$ cat src/rtl/fetch_unit.sv
`default_nettype none
// ============================================================================
// Module   : fetch_unit
// Purpose  : PC owner and instruction prefetcher sharing one memory port with
//            load/store traffic from execute.
// Revision : 1.0
// ============================================================================
module fetch_unit #(
    parameter int AW       = 8,
    parameter int DW       = 16,
    parameter int QDEPTH   = 2,
    parameter int RESET_PC = 0
) (
    input  logic          clk,
    input  logic          rst_n,
    input  logic          en,
    input  logic          redirect,
    input  logic [AW-1:0] redirect_pc,
    input  logic          ls_req,
    input  logic          ls_we,
    input  logic [AW-1:0] ls_addr,
    input  logic [DW-1:0] ls_wdata,
    output logic [DW-1:0] ls_rdata,
    output logic          ls_done,
    output logic          ins_valid,
    output logic [DW-1:0] ins_data,
    output logic [AW-1:0] ins_pc,
    input  logic          ins_ready,
    output logic [AW-1:0] mem_addr,
    output logic          mem_rd,
    output logic          mem_wr,
    output logic [DW-1:0] mem_wdata,
    input  logic [DW-1:0] mem_rdata
);

    localparam int            PW         = $clog2(QDEPTH);
    localparam logic [AW-1:0] C_RESET_PC = AW'(RESET_PC);
    localparam logic [PW:0]   C_QDEPTH   = (PW+1)'(QDEPTH);

    typedef enum logic [1:0] {
        S_IDLE   = 2'd0,
        S_FETCH  = 2'd1,
        S_LSDONE = 2'd2
    } state_t;

    state_t          r_state;
    state_t          w_state_nxt;
    logic [AW-1:0]   r_pc;
    logic [DW-1:0]   r_ls_rdata;
    logic [PW-1:0]   r_wr_ptr;
    logic [PW-1:0]   r_rd_ptr;
    logic [PW:0]     r_count;
    logic [DW-1:0]   r_q_data [QDEPTH];
    logic [AW-1:0]   r_q_pc   [QDEPTH];

    logic            w_active;
    logic            w_grant;
    logic            w_flush;
    logic            w_full;
    logic            w_empty;
    logic            w_fetch;
    logic            w_pop;

    assign w_active = (r_state != S_IDLE);
    assign w_grant  = (r_state == S_FETCH) && ls_req;
    assign w_flush  = w_active && redirect;
    assign w_full   = (r_count == C_QDEPTH);
    assign w_empty  = (r_count == '0);
    // Full blocks fetch even when a pop is pending: no push/pop bypass path.
    assign w_fetch  = w_active && !w_grant && en && !redirect && !w_full;
    assign w_pop    = !w_empty && ins_ready && !w_flush;

    always_comb begin
        w_state_nxt = r_state;
        case (r_state)
            S_IDLE:   if (en) w_state_nxt = S_FETCH;
            S_FETCH:  if (w_grant) w_state_nxt = S_LSDONE;
            S_LSDONE: w_state_nxt = S_FETCH;
            default:  w_state_nxt = S_IDLE;
        endcase
    end

    always_comb begin
        mem_addr  = '0;
        mem_rd    = 1'b0;
        mem_wr    = 1'b0;
        mem_wdata = '0;
        if (w_grant) begin
            mem_addr  = ls_addr;
            mem_wr    = ls_we;
            mem_rd    = ~ls_we;
            mem_wdata = ls_wdata;
        end else if (w_fetch) begin
            mem_addr  = r_pc;
            mem_rd    = 1'b1;
        end
    end

    always_ff @(posedge clk or negedge rst_n) begin
        if (!rst_n) begin
            r_state    <= S_IDLE;
            r_pc       <= C_RESET_PC;
            r_ls_rdata <= '0;
            r_wr_ptr   <= '0;
            r_rd_ptr   <= '0;
            r_count    <= '0;
        end else begin
            r_state <= w_state_nxt;
            if (w_grant && !ls_we)
                r_ls_rdata <= mem_rdata;
            if (w_flush) begin
                r_pc     <= redirect_pc;
                r_wr_ptr <= '0;
                r_rd_ptr <= '0;
                r_count  <= '0;
            end else begin
                if (w_fetch) begin
                    r_pc     <= r_pc + AW'(1);
                    r_wr_ptr <= r_wr_ptr + PW'(1);
                end
                if (w_pop)
                    r_rd_ptr <= r_rd_ptr + PW'(1);
                if (w_fetch && !w_pop)
                    r_count <= r_count + (PW+1)'(1);
                else if (!w_fetch && w_pop)
                    r_count <= r_count - (PW+1)'(1);
            end
        end
    end

    // Queue payload needs no reset; validity is carried by r_count.
    always_ff @(posedge clk) begin
        if (w_fetch) begin
            r_q_data[r_wr_ptr] <= mem_rdata;
            r_q_pc[r_wr_ptr]   <= r_pc;
        end
    end

    assign ls_rdata  = r_ls_rdata;
    assign ls_done   = (r_state == S_LSDONE);
    assign ins_valid = !w_empty;
    assign ins_data  = r_q_data[r_rd_ptr];
    assign ins_pc    = r_q_pc[r_rd_ptr];

endmodule
`default_nettype wire

$ cat config.mk
export PLATFORM = sky130hd
export DESIGN_NAME = fetch_unit
export DESIGN_NICKNAME = d
export VERILOG_FILES = /design/src/rtl/fetch_unit.sv
export SDC_FILE = /design/constraint.sdc
export NUM_CORES = 1
export LEC_CHECK = 0
export ABC_AREA = 1
export BUFFER_PORTS_ARGS = -buffer_cell sky130_fd_sc_hd__buf_2
export CELL_PAD_IN_SITES_DETAIL_PLACEMENT = 1
export CELL_PAD_IN_SITES_GLOBAL_PLACEMENT = 2
export CORE_MARGIN = 2
export CORE_UTILIZATION = 25
export CTS_CLUSTER_DIAMETER = 60
export DETAILED_ROUTE_END_ITERATION = 12
export PLACE_DENSITY = 0.8
export SLEW_MARGIN = 10
export SYNTH_ARGS = -nofsm -noshare
export SYNTH_HDL_FRONTEND = slang
export SYNTH_SLANG_ARGS = --single-unit
$ cat constraint.sdc
create_clock -name clk -period 3.8 [get_ports clk]
set_clock_uncertainty 0.1 [all_clocks]
set_input_delay 0.57 -clock clk [delete_from_list [all_inputs] [get_ports clk]]
set_output_delay 0.57 -clock clk [all_outputs]
set_load 0.1 [all_outputs]
Word level (Yosys, flattened, before mapping):

Memories as Yosys holds them, arrays and structs flattened.
Cells that the tools add are included.

* register bits after elaboration: 30
* memory bits (writable): 48
* input bits: 55
* output and inout port bits: 68
* logic and storage cells: 64
* memories kept: 2

Memory list
* r_q_data: depth 2, width 16, read ports 1, clocked after memory_dff 0, write ports 1, RTL line 53 `logic [DW-1:0] r_q_data [QDEPTH];`
* r_q_pc: depth 2, width 8, read ports 1, clocked after memory_dff 0, write ports 1, RTL line 54 `logic [AW-1:0] r_q_pc [QDEPTH];`

* add/sub/neg operators: 5
* equality and inequality tests: 5
* muxes and demuxes: 19
* bitwise gates (word level): 1
* reduce and logical (&&, ||, !) cells: 26

Operators by type and width (number)
* 2-to-1 mux 8 bit: 4
* 2-to-1 mux 16 bit: 1
* logical AND 1 bit: 11
* 2-to-1 mux 2 bit: 5
* adder 8 x 1 -> 8 bit, second input constant: 1
* zero test 1 bit: 8
* 2-to-1 mux 1 bit: 8
* case mux 2 bit (3 select lines): 1
* nonzero test 2 bit: 3
* equality test 2 bit, second input constant: 2
* zero test 2 bit: 2
* inequality test 2 bit, second input constant: 2
* nonzero test 3 bit: 1
* adder 1 bit, second input constant: 2
* adder 2 x 1 -> 2 bit, second input constant: 1
* equality test 2 x 1 -> 1 bit, second input constant: 1
* AND reduction 2 bit: 1
* subtractor 2 x 1 -> 2 bit, second input constant: 1
* NOT 1 bit: 1

Longest topological paths before layout:

Gate-level depths: netlist of run 1.

* depth after elaboration: 12
* mapped depth: 10
* depth with buffers taken out: 10

Worst setup path after synthesis of run 1:

OpenSTA, ideal clock, no wires.

* path kind: input-to-output
* start: in redirect
* end: out mem_addr[0]
* data arrival time: 3.189 ns
* data required time: 3.130 ns
* slack: -0.059 ns
* cell stages on the path: 6
* path buffers: 1
* cell sequence: inv_1 nand2_1 nor2_1 nand3_2 buf_2 o21ai_0

* cells in the longest elaborated chain, start to end: 5

RTL lines
* start, declared: RTL line 17 `input logic redirect,`
* zero test 1 bit: RTL line 70 `assign w_fetch = w_active && !w_grant && en && !redirect && !w_full;`
* logical AND 1 bit (2 in a row): RTL line 70
* 2-to-1 mux 8 bit: RTL line 93 `end else if (w_fetch) begin`
* 2-to-1 mux 8 bit: RTL line 88 `if (w_grant) begin`
* end, declared: RTL line 29 `output logic [AW-1:0] mem_addr,`

Every way passes these cells.

Worst setup path in the final report of run 1:

* start: reg r_rd_ptr
* end: out ins_data[8]

* cells in the longest elaborated chain, start to end: 1

RTL lines
* start, declared: RTL line 51 `logic [PW-1:0] r_rd_ptr;`
* start signal, assigned: RTL line 122 `r_rd_ptr <= r_rd_ptr + PW'(1);`
* memory (2 x 16 bit)
* end, declared: RTL line 26 `output logic [DW-1:0] ins_data,`

Every way passes these cells.

==> summary.md, run 1 <==
Type of origin of the critical path: a flip-flop. TritonCTS built the clock tree. The number of I/O port buffers is 122, and the initial antenna violation count is 0.

The post-layout minimum cycle time is 3.00 ns. The floorplan step set the die height to 122 um. The starting density of the core came out at 25.3%. For the total negative slack for setup checks, the log shows 0 ns.

The run finished with clean final reports. For the worst flop-to-flop path, the logic depth is 4. For the proportion of synthesized chip area in sequential cells, the log shows 62.9%. Category of the most critical setup path: flip-flop to output port. The worst min-delay path category was input pin to asynchronous set/reset pin.

The tools report the clock tree root buffer cell as sky130_fd_sc_hd__clkbuf_16. The detail-routed via count per cell works out to 4.24. The run gives 0 as the hold violation total from the final report.

In this run the worst setup path begins at r_rd_ptr. The clock-pin slew on the worst setup and hold paths is 0.06 ns, and the number of rows in the core area is 43. Among the stages of the critical path, the cell type that occurs most often is sky130_fd_sc_hd__nand2_1. The largest stage delay on the critical path works out to 0.74 ns. In this run the cell area measured after placement is 4300 um^2. At the worst endpoint, the required time is 3.13 ns. Setup repair after global routing left no endpoint under its margin. Once routing completed, OpenROAD measured the worst setup slack at 0.796 ns.

Slack of the worst reg-to-reg path: 1.63 ns. Along the worst path, the maximum fanout reaches 26. The signal arrival time at the worst endpoint is 2.33 ns.

A synthesized cell averages 10.1 um^2. The number of different library cells in the post-synthesis netlist was 29; the CTS buffer count was 9. The cell count after synthesis is 345. The worst setup path is captured at an output port. The congestion estimate from routability-driven global placement came to 0.772.

Overall global routing resource usage: 13.1%. The signed area change from the synthesized netlist to the final layout is 33.3%. The sequential standard cell area is 2190 um^2, and the total via count in the routed design is 2782. The logs give 31 for the pin count of the biggest net entering global routing and 0 for the number of endpoints failing setup at the final stage.

Traced cell by cell, the critical path runs through buf_4 -> clkinv_1 -> nand2_1 -> nand2_1 -> buf_2. The number of hold buffers added after CTS was 0. Once the clock tree was built, the setup fixing pass inserted 0 buffers. The register bit count reported by yosys was 78; the total length of routed wires was 9390 um. The run gives 1659 as the number of filler instances in the final layout. For this block, the initial DRC count from the detailed router was 103.

The cell area that synthesis handed to floorplanning was 3490 um^2. For the maximum number of buffers from clock root to sink, the log shows 2. The tools report the highest clock rate as 333 MHz. Net count of the finished layout: 527. Reg-to-reg critical path startpoint: r_state[0]. The pre-CTS setup slack was 0.989 ns; the number of inserted diodes was 0.

The multi-input combinational cells in the finished layout cover a total of 1090 um^2. The width of the die works out to 122 um. Endpoint of the most critical register-to-register path: r_q_data[0][14]. The post-cts gate resize count is 0, and the remaining design rule violation count is 0. The clock latency reported for the late side of the worst-skew pair is 0.33 ns, and the remaining global-route overflow is 0. The count of nets left with antenna violations once routing finished came out at 0. The reported max-cap violation count was 0.

The die covers 14900 um^2. The tools report the final max-slew violation count as 0. Top-level port count: 123. The tools report the number of warning messages in the yosys log as 0. The number of global-route vias before repair came out at 3044. The first global-routing pass estimated 15000 um of wire. The floorplan step defined a core boundary enclosing 13800 um^2. In this run the tightest slew margin relative to its limit is 43.1%. The detailed-placement wirelength estimate is 6680 um. For the pin with the worst max-slew slack, the measured transition is 0.848 ns. For the final design instance area without fill, the log shows 4650 um^2.

For this design, the slowest cell found on the critical path is sky130_fd_sc_hd__clkinv_1. Before antenna repair, the detailed router went through 4 iterations. Once layout is complete, the utilization of the core stands at 33.7%. The number of sinks driven by the clock tree was 78; the period utilization was 79.0%. The net count after synthesis is 401, and the layout cell share with drive strength beyond 1 is 34.9%. The detailed-route wire length per cell came out at 14.3 um. Depth of the CTS H-tree: 3.
## synthesized netlist by cell type
| library cell | count | area share (%) |
|---|---|---|
| sky130_fd_sc_hd__nand2_1 | 111 | 12 |
| sky130_fd_sc_hd__buf_6 | 1 | 0.32 |
| sky130_fd_sc_hd__o21bai_1 | 1 | 0.22 |
| sky130_fd_sc_hd__nand2_4 | 2 | 0.65 |
| sky130_fd_sc_hd__nand4_1 | 2 | 0.36 |
| sky130_fd_sc_hd__ha_1 | 1 | 0.36 |
| sky130_fd_sc_hd__nor3_1 | 3 | 0.43 |
| sky130_fd_sc_hd__a21oi_1 | 2 | 0.29 |
| sky130_fd_sc_hd__inv_2 | 1 | 0.11 |
| sky130_fd_sc_hd__mux2_4 | 9 | 3.9 |
| sky130_fd_sc_hd__nor2_1 | 37 | 4.0 |
| sky130_fd_sc_hd__inv_1 | 39 | 4.2 |
| sky130_fd_sc_hd__o21ai_1 | 2 | 0.29 |
| sky130_fd_sc_hd__nor2_4 | 1 | 0.32 |
| sky130_fd_sc_hd__o211ai_1 | 1 | 0.22 |
| sky130_fd_sc_hd__nand3_2 | 2 | 0.57 |
| sky130_fd_sc_hd__buf_4 | 1 | 0.22 |
| sky130_fd_sc_hd__clkbuf_1 | 6 | 0.65 |
| sky130_fd_sc_hd__xor2_1 | 2 | 0.50 |
| sky130_fd_sc_hd__mux2_2 | 7 | 2.3 |
| sky130_fd_sc_hd__nand3_1 | 10 | 1.4 |
| sky130_fd_sc_hd__buf_2 | 2 | 0.29 |
| sky130_fd_sc_hd__o22ai_1 | 1 | 0.18 |
| sky130_fd_sc_hd__edfxtp_1 | 48 | 41 |
| sky130_fd_sc_hd__nand2_2 | 2 | 0.36 |
| sky130_fd_sc_hd__o21ai_0 | 19 | 2.7 |
| sky130_fd_sc_hd__clkinv_1 | 1 | 0.11 |
| sky130_fd_sc_hd__xnor2_1 | 1 | 0.25 |
| sky130_fd_sc_hd__dfrtp_1 | 30 | 22 |
## worst max path at each step
stage / end / slack (ns) / depth (start not counted)
after floorplan: mem_addr[0] / -0.06 / 6
after global placement: mem_addr[7] / 1.01 / 5
after detailed placement: mem_addr[5] / 0.99 / 5
after CTS: ins_data[8] / 0.72 / 5
after global routing: ins_pc[2] / 0.61 / 5
final: ins_data[8] / 0.80 / 5
## layer usage
| layer | vias to the layer above | global-route usage, % | part of all wire, % |
|---|---|---|---|
| met1 | 1311 | 15.7 | 44 |
| met4 | 0 | 3.09 | 0.87 |
| met2 | 105 | 23.3 | 49 |
| met3 | 7 | 3.32 | 6.4 |
| li1 | 1359 | - | - |
| met5 | - | 0 | 0 |
## area by class of cell
cell class	count	share of cell area, %
clock buffers	11	5.22
clock inverters	5	2.29
inverters	41	3.31
multi-input cells	216	23.5
flip-flops and latches	78	47.2
well taps	180	4.85
repair buffers	125	13.6
## cells by family after synthesis
logic type	Yosys count	synth area share, %
compound gates	26	3.91
flops	78	62.9
buf+inv	51	5.89
mux	16	6.14
fa+ha+maj	1	0.359
xor+xnor	3	0.754
simple gates	170	20.1
## metrics by stage
stage	cells	hold WS (ns)
2_1_floorplan	345	0.174
3_3_place_gp	640	0.383
3_5_place_dp	640	0.392
4_1_cts	656	0.255
5_1_grt	656	0.269
6_report	656	0.224
## worst max-delay path: cells and delay by family, from the launching register on
| family | cells | cell delay (ns) |
|---|---|---|
| AND/OR/NAND/NOR | 2 | 0.35 |
| flip-flops | 1 | 0.33 |
| buffers and inverters | 3 | 1.32 |
## state kept, by name, summed over array words and instances (netlist names)
| register | count |
|---|---|
| r_wr_ptr | 1 |
| r_q_pc | 16 |
| r_state | 2 |
| ls_rdata | 16 |
| r_pc | 8 |
| r_rd_ptr | 1 |
| r_count | 2 |
| r_q_data | 32 |
## cells in the final DEF (no fill, tap or decap), types with 3 or more instances in the layout
cell type                   instances
sky130_fd_sc_hd__mux2_4             9
sky130_fd_sc_hd__nand3_1           10
sky130_fd_sc_hd__clkbuf_16          9
sky130_fd_sc_hd__bufinv_16          3
sky130_fd_sc_hd__dfrtp_1           30
sky130_fd_sc_hd__nor2_1            35
sky130_fd_sc_hd__o21ai_0           19
sky130_fd_sc_hd__inv_1             39
sky130_fd_sc_hd__mux2_2             7
sky130_fd_sc_hd__edfxtp_1          48
sky130_fd_sc_hd__nor3_1             3
sky130_fd_sc_hd__buf_4              3
sky130_fd_sc_hd__nand2_1          111
sky130_fd_sc_hd__buf_2            122
Power of run 1 is not shown: default switching activity piles up to over one toggle a cycle in this logic, so the estimate is an artifact.
==> run 2: changes to the inputs <==
--- a/config.mk
+++ b/config.mk
@@ -13,7 +13,7 @@
 export CORE_UTILIZATION = 25
 export CTS_CLUSTER_DIAMETER = 60
 export DETAILED_ROUTE_END_ITERATION = 12
-export PLACE_DENSITY = 0.8
+export PLACE_DENSITY = 0.83
 export SLEW_MARGIN = 10
 export SYNTH_ARGS = -nofsm -noshare
 export SYNTH_HDL_FRONTEND = slang
==> constraint.sdc (replaced) <==
create_clock -name clk -period 2.65 [get_ports clk]
set_clock_uncertainty 0.1 [all_clocks]
set_input_delay 0.3975 -clock clk [delete_from_list [all_inputs] [get_ports clk]]
set_output_delay 0.3975 -clock clk [all_outputs]
set_load 0.1 [all_outputs]
==> run 2 against run 1 <==
  * First-iteration DRC count rose by 6.8%
  * Critical path depth rose by 1
  * Worst hold slack got worse by 0.17 ns
  * Cell count rose by 0.46%
  * Register-to-register slack got worse by 0.98 ns
  * Sequential share of layout area fell by 1.2 points
  * Design area rose by 2.6%
  * Count of clock-buffer cells in the layout fell by 1
  * Highest routed layer unchanged
==> summary.md, run 2 (same netlist as run 1, synthesis figures left out) <==
The run gives 531 (+0.76%) as the net count of the finished layout. The area of the core region came out at 13800 um^2 (unchanged). The tools report the placed cell count as 644 (+0.63%).

In this run the worst hold path is classified as input pin to asynchronous set/reset pin. The signal arrival time at the worst endpoint came out at 1.91 ns (-0.42 ns). The global-route wire length before repair is 15300 um (+2.3%). The run gives 0 (unchanged) as the hold violation total from the final report. The type of origin of the critical path is a flip-flop. For the sequential standard cell area, the log shows 2190 um^2 (unchanged). Setup repair after global routing left no endpoint under its margin. The area of the die is 14900 um^2 (unchanged), and the clock-pin slew on the worst setup and hold paths is 0.06 ns (about the same). The worst register-to-register path ends at r_q_data[0][1]. The run gives 0 (unchanged) as the post-cts gate resize count. The final max-slew violation count was 0 (unchanged).

The largest stage delay on the critical path was 0.43 ns (-0.31 ns); the initial antenna violation count was 0 (unchanged). For the required arrival time at the worst endpoint, the log shows 2.15 ns (-0.98 ns). The worst hold margin is 0.0581 ns (-0.166 ns), and the count of non-filler cells in the finished layout is 659 (+0.46%).

The kind of cell with the highest combined delay along the critical path is buffers and inverters. The worst register-to-register path begins at r_state[0]. The number of rows in the core area is 43 (unchanged). Among all stages on the critical path, the largest delay is contributed by sky130_fd_sc_hd__dfrtp_1. For the tightest slew margin relative to the limit, the log shows 46.4% (+3.3 points).

The tools report the number of sinks driven by the clock tree as 78 (unchanged). The flip-flop count of the largest register, all copies and words added is 32 (unchanged). Most common cell type on the critical path: sky130_fd_sc_hd__nor2_1. Leaving out fill and tap cells, the most frequent cells in the layout are 114 x sky130_fd_sc_hd__buf_2, 111 x sky130_fd_sc_hd__nand2_1, 48 x sky130_fd_sc_hd__edfxtp_1.

The number of global-route vias before repair was 2940 (-3.4%); the total via count in the routed design was 2847 (+2.3%). The tools report the number of endpoints failing setup at the final stage as 0 (unchanged). The maximum fanout along the worst path works out to 10 (-62%). The maximum number of buffers from clock root to sink came out at 2 (unchanged).

The remaining design rule violation count came out at 0 (unchanged). Overall die height: 122 um (unchanged). Count of buffer and inverter cells on the critical path: 2 (-1). The tools report the overall global routing resource usage as 13.4% (+0.32 points). The worst path uses 90.8% of the clock period.

The detail-routed via count per cell was 4.32 (+1.9%). The layout cell share with drive strength beyond 1 is 35.5% (+0.62 points), and the number of antenna-violating nets in the routed design is 0 (unchanged). Number of filler instances in the final layout: 1592 (-4.0%). The clock latency reported for the late side of the worst-skew pair is 0.32 ns (about the same). The register bank with the most flops was r_q_data. Total negative slack for setup checks: 0 ns (unchanged). The global-route met2 utilization is 22.9% (-0.38 points). From synthesis to final layout, the design area changed by 36.8%. The run gives 0 (unchanged) as the number of buffers inserted by hold repair at cts.

For the starting density of the core, the log shows 25.3% (unchanged). TritonCTS built the clock tree. The number of cell instances on the worst register-to-register path came out at 6 (+2). The number of buffers added for setup after CTS is 0 (unchanged), and the width of the die is 122 um (unchanged). The transition time at the pin with the least slew margin is 0.804 ns (-0.0442 ns), and the CTS buffer count is 9 (unchanged). The total length of routed wires is 9740 um (+3.8%), and the depth of the CTS H-tree is 3 (unchanged). The reported max-cap violation count came out at 0 (unchanged). The critical path is of the flip-flop to output port type.

After global routing, the most crowded layer is met2. For the number of optimization iterations in the first detailed-route pass, the log shows 4 (unchanged). The placer's final routability congestion estimate is 0.818 (+6.0%). The clock tree root buffer cell is sky130_fd_sc_hd__clkbuf_16.

The run finished with clean final reports. The slack of the worst reg-to-reg path is 0.65 ns (-0.98 ns). The post-route core utilization came out at 34.6% (+0.89 points). For the starting DRC count in detailed routing, the log shows 110 (+6.8%).

The tools report the met3 track demand over resource as 3.84% (+0.51 points). The number of I/O port buffers is 122 (unchanged). Detailed-placement wirelength estimate: 7330 um (+9.7%).

The run gives 415 MHz as the highest clock rate. The run gives 1090 um^2 (unchanged) as the footprint of the multi-input gates. The critical path goes through nor2_1 -> nor2_1 -> nand3_2 -> buf_4 -> o21ai_1 -> buf_12. The tools report the pin count of the biggest net entering global routing as 31 (unchanged). The detailed-route wire length per cell was 14.8 um (+3.3%); the number of inserted diodes was 0 (unchanged).

Leaving out fill and tap cells, the most frequent cell in the layout is sky130_fd_sc_hd__buf_2. The met1 demand-to-capacity share in global routing is 17.2% (+1.4 points). The smallest clock period supported by the final layout is computed as 2.41 ns. The top-level port count came out at 123 (unchanged). The run gives 0 (unchanged) as the remaining global-route overflow. The type of element capturing the critical path was an output port.
[run 2: cell types whose count changed in the layout (fill, tap and decap cells not counted), sizes merged]
cell / previous run / this run
buf: 125 / 129
bufinv: 3 / 2
clkbuf: 11 / 10
clkinv: 2 / 3
clkinvlp: 1 / 0
inv: 40 / 41
[run 2: area by class of cell]
| class | instances | area share [%] |
|---|---|---|
| Sequential cell | 78 | 46.0 |
| Multi-Input combinational cell | 216 | 22.9 |
| Timing Repair Buffer | 129 | 16.4 |
| Clock buffer | 10 | 5.01 |
| Tap cell | 180 | 4.72 |
| Inverter | 41 | 3.23 |
| Clock inverter | 5 | 1.73 |
[run 2: worst max-delay path by stage]
| stage | start | end | cells after the start |
|---|---|---|---|
| 2_1_floorplan | r_state[0] | mem_addr[0] | 5 |
| 5_1_grt | r_state[0] | mem_addr[3] | 6 |
| 6_report | r_state[0] | mem_addr[4] | 6 |
| 3_3_place_gp | redirect | mem_addr[4] | 8 |
| 3_5_place_dp | redirect | mem_addr[3] | 8 |
| 4_1_cts | r_state[0] | mem_addr[3] | 6 |
[run 2: per-stage QoR]
step                      setup WS (ns)  cell area, um^2
after floorplan                  -0.142             3490
after global placement            0.487             4450
after detailed placement          0.500             4450
after CTS                         0.211             4770
after global routing             0.0727             4770
final                             0.243             4770
[run 2: per-layer routing]
| metal | up-vias | routed length (um) |
|---|---|---|
| li1 | 1375 | - |
| met1 | 1379 | 4290 |
| met2 | 91 | 4810 |
| met3 | 2 | 627 |
| met4 | 0 | 4 |
| met5 | - | 0 |
Power of run 2 is left out for the same reason.
